--- config.mk ---
export PLATFORM = sky130hd
export DESIGN_NAME = shift_in_ctrl
export DESIGN_NICKNAME = d
export VERILOG_FILES = /design/src/rtl/shift_in_pkg.sv /design/src/rtl/shift_in_bit_cnt.sv /design/src/rtl/shift_in_ctrl.sv
export SDC_FILE = /design/constraint.sdc
export NUM_CORES = 1
export LEC_CHECK = 0
export CORE_ASPECT_RATIO = 1.25
export CORE_MARGIN = 3
export CORE_UTILIZATION = 43
export DETAILED_ROUTE_END_ITERATION = 7
export PLACE_DENSITY = 0.79
export SLEW_MARGIN = 10
export SYNTH_ARGS = -nofsm -noshare
export SYNTH_HDL_FRONTEND = slang
export SYNTH_SLANG_ARGS = --single-unit
--- constraint.sdc ---
create_clock -name i_CLK -period 1.9 [get_ports i_CLK]
set_input_delay 0.38 -clock i_CLK [delete_from_list [all_inputs] [get_ports i_CLK]]
set_output_delay 0.38 -clock i_CLK [all_outputs]
set_load 0.1 [all_outputs]
--- src/rtl/shift_in_pkg.sv ---
// Shared types for the serial shift-in sequencer: FSM state encoding and default word width.
package shift_in_pkg;

    localparam int DEFAULT_DATA_WIDTH = 32;

    typedef enum logic [1:0] {
        ST_CLEAR = 2'd0,
        ST_SHIFT = 2'd1,
        ST_CHECK = 2'd2,
        ST_HOLD  = 2'd3
    } state_t;

endpackage

--- src/rtl/shift_in_bit_cnt.sv ---
// Bit counter for the shift-in framing: synchronous clear beats increment, terminal count at TC_VAL.
// Latency: count visible the cycle after inc; tc is combinational from the count. No backpressure.
module shift_in_bit_cnt #(
    parameter int W      = 6,
    parameter int TC_VAL = 31
) (
    input  logic         i_CLK,
    input  logic         i_RST_N,
    input  logic         clr,
    input  logic         inc,
    output logic [W-1:0] cnt,
    output logic         tc
);

    always_ff @(posedge i_CLK or negedge i_RST_N) begin
        if (!i_RST_N) begin
            cnt <= '0;
        end else if (clr) begin
            cnt <= '0;
        end else if (inc) begin
            cnt <= cnt + 1'b1;
        end
    end

    assign tc = (cnt == W'(TC_VAL));

endmodule

--- src/rtl/shift_in_ctrl.sv ---
// Sequencer for the external shift-in register: clears it, gates shifting, checks the sentinel, hands words out.
// Latency: last bit strobed in cycle k -> o_VALID from k+2; o_VALID/o_DATA held until i_READY. Optional macro SHIFT_IN_CTRL_PARITY_EN.
module shift_in_ctrl
    import shift_in_pkg::*;
#(
    parameter int DATA_WIDTH = DEFAULT_DATA_WIDTH,
    parameter int CNT_WIDTH  = 8
) (
    input  logic                  i_CLK,
    input  logic                  i_RST_N,
    input  logic                  i_SDI,
    input  logic                  i_SVALID,
    input  logic                  i_ABORT,
    input  logic                  i_CLR_ERR,
    input  logic [DATA_WIDTH:0]   i_SR_Q,
    output logic                  o_SR_RST,
    output logic                  o_SR_EN,
    output logic                  o_SR_D,
    output logic [DATA_WIDTH-1:0] o_DATA,
    output logic                  o_VALID,
    input  logic                  i_READY,
    output logic                  o_BUSY,
    output logic                  o_OVERFLOW,
    output logic                  o_SYNC_ERR,
    output logic                  o_PAR_ERR,
    output logic [CNT_WIDTH-1:0]  o_WORD_CNT
);

    localparam int BCW = $clog2(DATA_WIDTH + 1);
`ifdef SHIFT_IN_CTRL_PARITY_EN
    localparam int LAST_BIT = DATA_WIDTH;
`else
    localparam int LAST_BIT = DATA_WIDTH - 1;
`endif

    state_t         state_q, state_d;
    logic [BCW-1:0] bit_cnt;
    logic           bit_tc, bit_inc, bit_clr;
    logic           sr_en, load_word, accept, sync_set, par_set, par_bad;
    logic           ovf_set;

    shift_in_bit_cnt #(.W(BCW), .TC_VAL(LAST_BIT)) u_bit_cnt (
        .i_CLK   (i_CLK),
        .i_RST_N (i_RST_N),
        .clr     (bit_clr),
        .inc     (bit_inc),
        .cnt     (bit_cnt),
        .tc      (bit_tc)
    );

`ifdef SHIFT_IN_CTRL_PARITY_EN
    logic par_q;
    logic par_err_q;

    // The parity bit never enters the shift register; it is latched here instead.
    always_ff @(posedge i_CLK or negedge i_RST_N) begin
        if (!i_RST_N) begin
            par_q     <= 1'b0;
            par_err_q <= 1'b0;
        end else begin
            if (state_q == ST_SHIFT && i_SVALID && bit_tc) begin
                par_q <= i_SDI;
            end
            par_err_q <= par_set | (par_err_q & ~i_CLR_ERR);
        end
    end

    assign par_bad   = (^i_SR_Q[DATA_WIDTH-1:0]) ^ par_q;
    assign o_PAR_ERR = par_err_q;
`else
    assign par_bad   = 1'b0;
    assign o_PAR_ERR = 1'b0;
`endif

    always_comb begin
        state_d   = state_q;
        sr_en     = 1'b0;
        bit_inc   = 1'b0;
        bit_clr   = 1'b0;
        load_word = 1'b0;
        accept    = 1'b0;
        sync_set  = 1'b0;
        par_set   = 1'b0;
        if (i_ABORT) begin
            state_d = ST_CLEAR;
            bit_clr = 1'b1;
        end else begin
            case (state_q)
                ST_CLEAR: begin
                    state_d = ST_SHIFT;
                    bit_clr = 1'b1;
                end
                ST_SHIFT: begin
                    if (i_SVALID) begin
                        bit_inc = 1'b1;
`ifdef SHIFT_IN_CTRL_PARITY_EN
                        sr_en   = ~bit_tc;
`else
                        sr_en   = 1'b1;
`endif
                        if (bit_tc) begin
                            bit_clr = 1'b1;
                            state_d = ST_CHECK;
                        end
                    end
                end
                ST_CHECK: begin
                    if (!i_SR_Q[DATA_WIDTH]) begin
                        sync_set = 1'b1;
                        state_d  = ST_CLEAR;
                    end else if (par_bad) begin
                        par_set = 1'b1;
                        state_d = ST_CLEAR;
                    end else begin
                        load_word = 1'b1;
                        state_d   = ST_HOLD;
                    end
                end
                ST_HOLD: begin
                    if (o_VALID && i_READY) begin
                        accept  = 1'b1;
                        state_d = ST_CLEAR;
                    end
                end
                default: state_d = ST_CLEAR;
            endcase
        end
    end

    assign ovf_set = i_SVALID & (state_q != ST_SHIFT);

    always_ff @(posedge i_CLK or negedge i_RST_N) begin
        if (!i_RST_N) begin
            state_q    <= ST_CLEAR;
            o_SR_RST   <= 1'b1;
            o_VALID    <= 1'b0;
            o_DATA     <= '0;
            o_WORD_CNT <= '0;
            o_OVERFLOW <= 1'b0;
            o_SYNC_ERR <= 1'b0;
        end else begin
            state_q  <= state_d;
            // Registered so the clear pulse lines up exactly with the CLEAR cycle.
            o_SR_RST <= (state_d == ST_CLEAR);
            if (i_ABORT) begin
                o_VALID <= 1'b0;
            end else if (load_word) begin
                o_VALID <= 1'b1;
                o_DATA  <= i_SR_Q[DATA_WIDTH-1:0];
            end else if (accept) begin
                o_VALID <= 1'b0;
            end
            if (accept) begin
                o_WORD_CNT <= o_WORD_CNT + 1'b1;
            end
            o_OVERFLOW <= ovf_set  | (o_OVERFLOW & ~i_CLR_ERR);
            o_SYNC_ERR <= sync_set | (o_SYNC_ERR & ~i_CLR_ERR);
        end
    end

    assign o_SR_EN = sr_en;
    assign o_SR_D  = i_SDI;
    assign o_BUSY  = (state_q != ST_SHIFT) | (bit_cnt != '0);

endmodule

==> results.toml, run 1 <==
[routing]
drc = 0
post_drt_wl_per_cell_um = 16.0
dr.pass1.iters = 4
viasPerCell = 5.23
drtIter0Drc = 104
wl_um = 5270
ant_nets = 0
vias = 1721

[global_route]
grtUsageMet2 = 0.312
busiest_layer = "met2"
grt_pass1_wl_um = 8810
grt_util_met1 = 0.234
groute.usage.overall = 0.183
grt_max_degree = 34
antenna_found_initial = 0
grt_overflow = 0
use_met3 = 0.0383
grt_pass1_vias = 1770

[synth]
ys_ff_latch = 52
syn-num-nets = 217
synthArstFlopShare = 1.00
synth_edf_count = 0
synth.distinct_cells = 41
syn_avg_cell_area_um2 = 12.9
ys_seq_area_frac = 0.580
syn_inst = 174
syn_area_um2 = 2250
synth_warnings = 0
ys.flop_type = "dfrtp_1"

[floorplanning]
die_h_um = 86.8
fp-row-count = 28
die_x_um = 70.7
io_pins = 88
die_area_um2 = 6140
start_util = 0.458
coreArea_um2 = 4900

[critical_path]
worst-path-max-fanout = 6
worstPathCellList = "clkdlybuf4s50_1 > nand4bb_4 > buf_4 > inv_1 > buf_12"
setup.worst_path.start_class = "input port"
critPathRequiredTime_ns = 1.52
r2r_slack_ns = 0.19
crit_path_end_kind = "output pin"
worst-endpoint-arrival_ns = 1.47
reg2reg_from = "state_q[1]"
r2r_end = "o_WORD_CNT[6]"
rr_worst_depth = 4
cpLargestDelayFamily = "buffers and inverters"
max_stage_delay_ns = 0.53
crit_buf_inv = 4
crit_type = "input port to output pin"
crit_path_top_delay_cell = "clkdlybuf4s50_1"

[outcome]
status = "finished, final reports clean"

[sta]
fmax_mhz = 540
clock_skew_ns = 0.00744
setup_viol = 0
finalWorstSetupSlack_ns = 0.0466
post-route-period-util = 0.975
hold_violations = 0
period_needed_ns = 1.85
tns_ns = 0
rsz0062_at_grt = "no"
slew_viol_final = 0

[cells_and_area]
drive_gt1_frac = 0.394
layout_commonest_cell = "dfrtp_1"
final_cell_mix = "49 x dfrtp_1, 44 x buf_4, 37 x clkdlybuf4s50_1, 31 x mux2_2, 15 x buf_12"
diodes = 0
nNetsFinal = 311
syn_to_final_growth_pct = 52.3

[cts]
cts_buffers = 5
cts_max_level = 2
clk_path_buf_depth = 2
worstSkewPairLatency_ns = 0.30
cts.clk_slew.worst_paths_ns = 0.09
root_buffer = "clkbuf_8"
tritoncts = "done"
clkSinkCount = 52

[flow_run]
drv_cap = 0

[power_and_ir_drop]
ir_worst_vdd_uv = 510
powerDensity_nw_per_um2 = 1220
p_leak_nw = 1.56

[worst_hold_path]
worstHoldPathType = "input port to async pin"

[placement]
routabilityCongestion = 0.848
pre_cts_slack_ns = -0.0778
numPortBuffers = 84
hpwl_um = 3960
[registers in the layout (all words and copies together) (netlist names)]
name and flops:
o_WORD_CNT 8, o_DATA 32, o_SR_RST 1, o_OVERFLOW 1
u_bit_cnt.cnt 6, o_VALID 1, o_SYNC_ERR 1, state_q 2
[routing by layer]
layer  part of all wire  wire, um  vias to the layer above
met5                  0         0                        -
met4              0.015        81                        0
met3              0.065       343                        7
met2               0.49      2600                       60
met1               0.43      2240                      834
li1                   -         -                      820
[power breakdown]
| part | internal, mW | switching, mW | leakage (nW) |
|---|---|---|---|
| sequential | 1.29 | 0.105 | 0.671 |
| clock | 0.391 | 0.342 | 0.0552 |
| combinational | 0.477 | 1.56 | 0.837 |
| total | 2.16 | 2.01 | 1.56 |
[cell families (layout without fill, tap and decap cells)]
| kind of cell | after synthesis | after routing | share of synthesized area |
|---|---|---|---|
| simple gates | 38 | 38 | 0.0991 |
| xor+xnor | 8 | 8 | 0.0312 |
| compound gates | 21 | 21 | 0.0685 |
| mux | 34 | 34 | 0.170 |
| fa+ha+maj | 3 | 3 | 0.0167 |
| buf+inv | 17 | 112 | 0.0334 |
| flops | 52 | 52 | 0.580 |
| other cells | 1 | 1 | 0.00167 |
[cell usage after synthesis (3+ instances only)]
cell type | number | area (um^2)
dfrtp_1 | 51 | 1280
mux2_2 | 31 | 349
nand2_1 | 8 | 30.0
inv_1 | 7 | 26.3
xor2_1 | 7 | 61.3
nand3_1 | 6 | 30.0
o21ai_0 | 5 | 25.0
clkbuf_1 | 4 | 15.0
or3_1 | 4 | 25.0
a211oi_1 | 3 | 22.5
a221oi_1 | 3 | 26.3
buf_2 | 3 | 15.0
ha_1 | 3 | 37.5
nand4_1 | 3 | 18.8
nor4_1 | 3 | 18.8
[worst max path at each step]
stage | startpoint | endpoint | slack, ns | cells past startpoint
floorplan | o_WORD_CNT[0] | o_WORD_CNT[4] | 0.13 | 3
global route | i_SVALID | o_SR_EN | 0.003 | 5
finish | i_SVALID | o_SR_EN | 0.05 | 5
detailed placement | i_ABORT | u_bit_cnt.cnt[4] | -0.08 | 5
CTS | i_ABORT | o_SR_EN | 0.007 | 5
global placement | i_ABORT | u_bit_cnt.cnt[3] | 0.02 | 5
[metrics by stage]
stage          total power, mW  cells  instance area (um^2)  hold WS (ns)   util
2_1_floorplan             2.94    174                  2250        0.0844      -
3_3_place_gp              3.43    321                  3290         0.370  0.671
3_5_place_dp              3.47    321                  3290         0.369  0.671
4_1_cts                   4.20    329                  3400        0.0379  0.693
5_1_grt                   4.31    329                  3420        0.0465  0.698
6_report                  4.17    329                  3420        0.0239  0.698
[layout make-up]
class                   count  area (um^2)
fillers                   384         1480
flip-flops and latches     52         1310
repair buffers             97         1010
multi-input cells         105          903
well taps                  60         75.1
clock buffers               6         72.6
clock inverters             2         35.0
inverters                   7         26.3
[timing repair]
action	4_1_cts	5_1_grt
hold buffers	0	0
setup buffers	0	0
setup endpoints to repair	0	2
gates resized for setup	0	3
Note: power is estimated with default switching activity, not from simulation.
==> inputs of run 2 (changes only) <==
--- a/config.mk
+++ b/config.mk
@@ -7,9 +7,9 @@
 export LEC_CHECK = 0
 export CORE_ASPECT_RATIO = 1.25
 export CORE_MARGIN = 3
-export CORE_UTILIZATION = 43
+export CORE_UTILIZATION = 42
 export DETAILED_ROUTE_END_ITERATION = 7
-export PLACE_DENSITY = 0.79
+export PLACE_DENSITY = 0.78
 export SLEW_MARGIN = 10
 export SYNTH_ARGS = -nofsm -noshare
 export SYNTH_HDL_FRONTEND = slang
==> constraint.sdc (replaced) <==
create_clock -name i_CLK -period 2.1 [get_ports i_CLK]
set_input_delay 0.42 -clock i_CLK [delete_from_list [all_inputs] [get_ports i_CLK]]
set_output_delay 0.42 -clock i_CLK [all_outputs]
set_load 0.1 [all_outputs]
==> run 2 against run 1 <==
Against the previous run: wire length shrank 6.3%; critical path depth decreased by 1; first-iteration DRC count decreased by 20%; die area up 2.2%; final cell count rose by 0.61%; clock skew decreased by 0.0025 ns; combinational power decreased by 10%; non-clock buffer count did not move; register-to-register slack better by 0.21 ns; largest cell class unchanged; largest power group unchanged.
==> results.toml, run 2 (same netlist as run 1, synthesis figures left out) <==
[outcome]
status = "finished, final reports clean"

[sta]
tns_ns = 0
clock_skew_ns = 0.00489
period_needed_ns = 1.97
fmax_mhz = 508
max_slew_margin = 0.617
setup_viol = 0
holdWs_ns = 0.103
slew_viol_final = 0
worstMarginPinSlew_ns = 0.574
rsz0062_at_grt = "no"
hold_violations = 0
post-route-period-util = 0.938
finalWorstSetupSlack_ns = 0.130

[placement]
routabilityCongestion = 0.814
hpwl_um = 3710
dp_cells = 323
pre_cts_slack_ns = 0.00236
numPortBuffers = 84

[power_and_ir_drop]
clkPwrFrac = 0.154
seqPwrFrac = 0.344
p_leak_nw = 1.51
p_comb_frac = 0.502
power.internal_mw = 1.82
ir_worst_vdd_uv = 403
switchingPower_mw = 1.82
powerDensity_nw_per_um2 = 1120
switching_share = 0.500

[critical_path]
crit_path_end_kind = "output pin"
r2r_end = "u_bit_cnt.cnt[5]"
worst-endpoint-arrival_ns = 1.55
crit_path_top_delay_cell = "clkdlybuf4s50_1"
critPathRequiredTime_ns = 1.68
worstPathCellList = "clkdlybuf4s50_1 > nand4bb_1 > inv_1 > buf_12"
crit_buf_inv = 3
max_stage_delay_ns = 0.41
cpLargestDelayFamily = "buffers and inverters"
setup.worst_path.start_class = "input port"
crit_type = "input port to output pin"
reg2reg_from = "state_q[0]"
worst-path-max-fanout = 9
r2r_slack_ns = 0.40
rr_worst_depth = 3

[worst_hold_path]
worstHoldPathType = "input port to async pin"

[cells_and_area]
final_cell_mix = "55 x buf_4, 51 x dfrtp_1, 37 x clkdlybuf4s50_1, 31 x mux2_2, 8 x nand2_1"
n_fill_cell = 414
final-instance-count-excl-fill = 331
fin_util = 0.633
reg.largest.list = "o_DATA x32, o_WORD_CNT x8, u_bit_cnt.cnt x6"
layout_commonest_cell = "buf_4"
syn_to_final_growth_pct = 44.2
largest_reg_flops = 32
diodes = 0
largest-register = "o_DATA"
drive_gt1_frac = 0.375
nNetsFinal = 311

[routing]
ant_nets = 0
vias = 1730
wl_um = 4930
dr.pass1.iters = 4
viasPerCell = 5.23
post_drt_wl_per_cell_um = 14.9
drc = 0
drtIter0Drc = 83

[cts]
worstSkewPairLatency_ns = 0.30
cts_max_level = 2
clkSinkCount = 52
cts.clk_slew.worst_paths_ns = 0.09
post_cts_buffers = 0
cts_buffers = 5
ctsHoldBuffers = 0
clk_path_buf_depth = 2
tritoncts = "done"
root_buffer = "clkbuf_8"
ctsResizeCount = 0

[floorplanning]
die_h_um = 87.8
fp-row-count = 29
io_pins = 88
die_x_um = 71.4
coreArea_um2 = 5120
die_area_um2 = 6270
start_util = 0.439

[global_route]
grt_max_degree = 33
grt_pass1_wl_um = 8000
groute.usage.overall = 0.161
grt_pass1_vias = 1702
antenna_found_initial = 0
grt_overflow = 0

[flow_run]
drv_cap = 0
## run 2: changes by cell type in the layout (fill, tap and decap cells not counted), sizes merged
| cell | before | now |
|---|---|---|
| bufinv | 1 | 0 |
| clkinvlp | 0 | 1 |
## run 2: layout make-up
type	instances	area [um^2]	area share
Multi-Input combinational cell	105	876	0.270
Clock buffer	6	72.6	0.0224
Timing Repair Buffer	97	868	0.268
Tap cell	62	77.6	0.0239
Sequential cell	52	1300	0.402
Inverter	7	26.3	0.00811
Clock inverter	2	16.3	0.00502
## run 2: worst max-delay path by stage
| stage | from | endpoint | slack (ns) | depth (start not counted) |
|---|---|---|---|---|
| CTS | i_ABORT | o_SR_EN | 0.11 | 4 |
| finish | i_ABORT | o_SR_EN | 0.13 | 4 |
| global placement | i_ABORT | u_bit_cnt.cnt[5] | 0.09 | 4 |
| global route | i_SVALID | o_SR_EN | 0.02 | 4 |
| detailed placement | i_ABORT | u_bit_cnt.cnt[5] | 0.002 | 4 |
| floorplan | o_VALID | o_WORD_CNT[1] | 0.08 | 3 |
## run 2: layer usage
layer,part of all wire,GRT usage
met4,0.0081,0.0513
met2,0.51,0.278
met3,0.076,0.0402
met1,0.41,0.199
met5,0,0
## run 2: through the flow
step	power, mW	cell area (um^2)
global placement	3.09	3150
finish	3.64	3240
detailed placement	3.11	3150
CTS	3.68	3240
floorplan	2.66	2250
global route	3.78	3240
## run 2: power groups by stage
stage                     Sequential [mW]  Combinational (mW)  Clock (mW)
after floorplan                      2.44               0.216           0
after global placement               1.26                1.82           0
after detailed placement             1.27                1.84           0
after CTS                            1.25                1.84       0.591
after global routing                 1.27                1.87       0.633
final                                1.25                1.83       0.561
==> inputs of run 3 (changes only) <==
--- a/config.mk
+++ b/config.mk
@@ -7,7 +7,7 @@
 export LEC_CHECK = 0
 export CORE_ASPECT_RATIO = 1.25
 export CORE_MARGIN = 3
-export CORE_UTILIZATION = 42
+export CORE_UTILIZATION = 39
 export DETAILED_ROUTE_END_ITERATION = 7
 export PLACE_DENSITY = 0.78
 export SLEW_MARGIN = 10
==> constraint.sdc (replaced) <==
create_clock -name i_CLK -period 1.7 [get_ports i_CLK]
set_input_delay 0.34 -clock i_CLK [delete_from_list [all_inputs] [get_ports i_CLK]]
set_output_delay 0.34 -clock i_CLK [all_outputs]
set_load 0.1 [all_outputs]
==> run 3 against run 2 <==
Against the previous run: wire length increased by 3.8%; utilization increased by 8.2 points; final cell count increased by 3.9%; count of clock-buffer cells in the layout unchanged; total power increased by 46%; first-iteration DRC count decreased by 7.2%; sequential power increased by 33%; sequential share of layout area decreased by 7.0 points; largest cell class is now non-clock buffers; largest power group unchanged; register-to-register slack got worse by 0.33 ns; critical path depth increased by 1; the run now ends with negative hold slack left.
==> results.toml, run 3 (same netlist as run 1, synthesis figures left out) <==
[power_and_ir_drop]
p_leak_nw = 1.74
switchingPower_mw = 2.36
ir_worst_vdd_uv = 786
switching_share = 0.445
p_total_mw = 5.31
clkPwrFrac = 0.166
p_comb_frac = 0.522
powerDensity_nw_per_um2 = 1350
power.internal_mw = 2.95
seqPwrFrac = 0.312

[critical_path]
r2r_slack_ns = 0.07
crit_path_end_kind = "output pin"
worst-path-max-fanout = 2
critPathRequiredTime_ns = 1.36
r2r_end = "u_bit_cnt.cnt[2]"
reg2reg_from = "state_q[1]"
setup.worst_path.start_class = "input port"
crit_type = "input port to output pin"
startpoint = "i_SVALID"
rr_worst_depth = 5
crit_path_end = "o_SR_EN"
worst-endpoint-arrival_ns = 1.34

[sta]
slew_viol_final = 0
fmax_mhz = 594
setup_viol = 0
period_needed_ns = 1.68
post-route-period-util = 0.990
clock_skew_ns = 0.00773
max_slew_margin = 0.665
rsz0062_at_grt = "yes"
hold_violations = 1
holdWs_ns = -0.000181
finalWorstSetupSlack_ns = 0.0170
worstMarginPinSlew_ns = 0.503

[routing]
drc = 0
dr.pass1.iters = 4
wl_um = 5120
post_drt_wl_per_cell_um = 14.9
drtIter0Drc = 77
ant_nets = 0
viasPerCell = 5.10
vias = 1756

[cts]
cts_max_level = 2
cts.clk_slew.worst_paths_ns = 0.09
worstSkewPairLatency_ns = 0.29
clkSinkCount = 52
root_buffer = "clkbuf_8"
ctsHoldBuffers = 0
tritoncts = "done"
cts_buffers = 5
clk_path_buf_depth = 2

[outcome]
violations = "negative hold slack"
status = "finished with violations"

[global_route]
groute.usage.overall = 0.158
grt_max_degree = 33
grt_pass1_wl_um = 8500
antenna_found_initial = 0
grt_overflow = 0
grt_pass1_vias = 1764

[cells_and_area]
largest-register = "o_DATA"
largest_reg_flops = 32
final_cell_mix = "47 x buf_12, 45 x dfrtp_1, 36 x clkdlybuf4s50_1, 31 x mux2_2, 23 x buf_4"
layout_commonest_cell = "buf_12"
n_fill_cell = 373
syn_to_final_growth_pct = 75.5
reg.largest.list = "o_DATA x32, o_WORD_CNT x8, u_bit_cnt.cnt x6"
diodes = 0
nNetsFinal = 322
drive_gt1_frac = 0.446
design_area_um2 = 3940

[placement]
postPlaceCellArea_um2 = 3750
routabilityCongestion = 0.848
numPortBuffers = 84
hpwl_um = 3940
pre_cts_slack_ns = -0.207

[floorplanning]
start_util = 0.407
die_h_um = 90.9
io_pins = 88
coreArea_um2 = 5520
die_x_um = 73.9
fp-row-count = 30
die_area_um2 = 6710

[flow_run]
drv_cap = 0

[worst_hold_path]
worstHoldPathType = "input port to async pin"
## run 3: changes by cell type in the layout (fill, tap and decap cells not counted), moves of 2 or more
cell | previous run | this run
a221oi_1 | 3 | 1
dfrtp_1 | 51 | 45
buf_12 | 4 | 47
dfrtp_2 | 0 | 6
a221oi_2 | 1 | 3
buf_4 | 55 | 23
## run 3: routing by layer
metal	up-vias	share of wire	track usage
met2	62	0.50	0.260
li1	836	-	-
met3	2	0.066	0.0379
met4	0	0.0039	0.0272
met1	856	0.42	0.210
met5	-	0	0
## run 3: timing repair
action,CTS,global route
resized for setup,4,6
setup buffers,4,0
endpoints found under the setup margin,2,4
pin swaps,3,2
## run 3: layout make-up
| class | count | area, um^2 | area share |
|---|---|---|---|
| clock buffers | 6 | 82.6 | 0.0209 |
| clock inverters | 2 | 38.8 | 0.00984 |
| inverters | 7 | 28.8 | 0.00730 |
| multi-input cells | 105 | 916 | 0.232 |
| flip-flops and latches | 52 | 1310 | 0.332 |
| well taps | 64 | 80.1 | 0.0203 |
| repair buffers | 108 | 1490 | 0.377 |
## run 3: stage by stage
stage / utilization / TNS [ns] / hold slack [ns] / cells
final: 0.715 / 0 / -0.000181 / 344
after global routing: 0.715 / -0.0898 / 0.00883 / 344
after CTS: 0.709 / -0.00369 / 0.0116 / 344
after detailed placement: 0.680 / -7.15 / 0.342 / 332
after global placement: 0.680 / -6.23 / 0.338 / 332
after floorplan: - / 0 / 0.0444 / 174
## run 3: power groups by stage
stage | combinational (mW) | sequential, mW | clock (mW)
after floorplan | 0.268 | 3.02 | 0
after global placement | 2.75 | 1.68 | 0
after detailed placement | 2.78 | 1.69 | 0
after CTS | 2.79 | 1.66 | 0.907
after global routing | 2.84 | 1.69 | 0.961
final | 2.77 | 1.66 | 0.883
## run 3: how the worst min path moves through the flow
stage / from / to / cells past startpoint
4_1_cts: i_RST_N / o_DATA[0] / 1
3_5_place_dp: i_RST_N / o_DATA[0] / 1
6_report: i_RST_N / o_DATA[0] / 1
5_1_grt: i_RST_N / o_DATA[0] / 1
2_1_floorplan: i_RST_N / o_DATA[0] / 0
3_3_place_gp: i_RST_N / o_DATA[0] / 1
## run 3: critical path, stage by stage
cell,delay [ns]
clkdlybuf4s50_1,0.48
nand4bb_1,0.14
buf_4,0.17
inv_4,0.05
buf_12,0.16
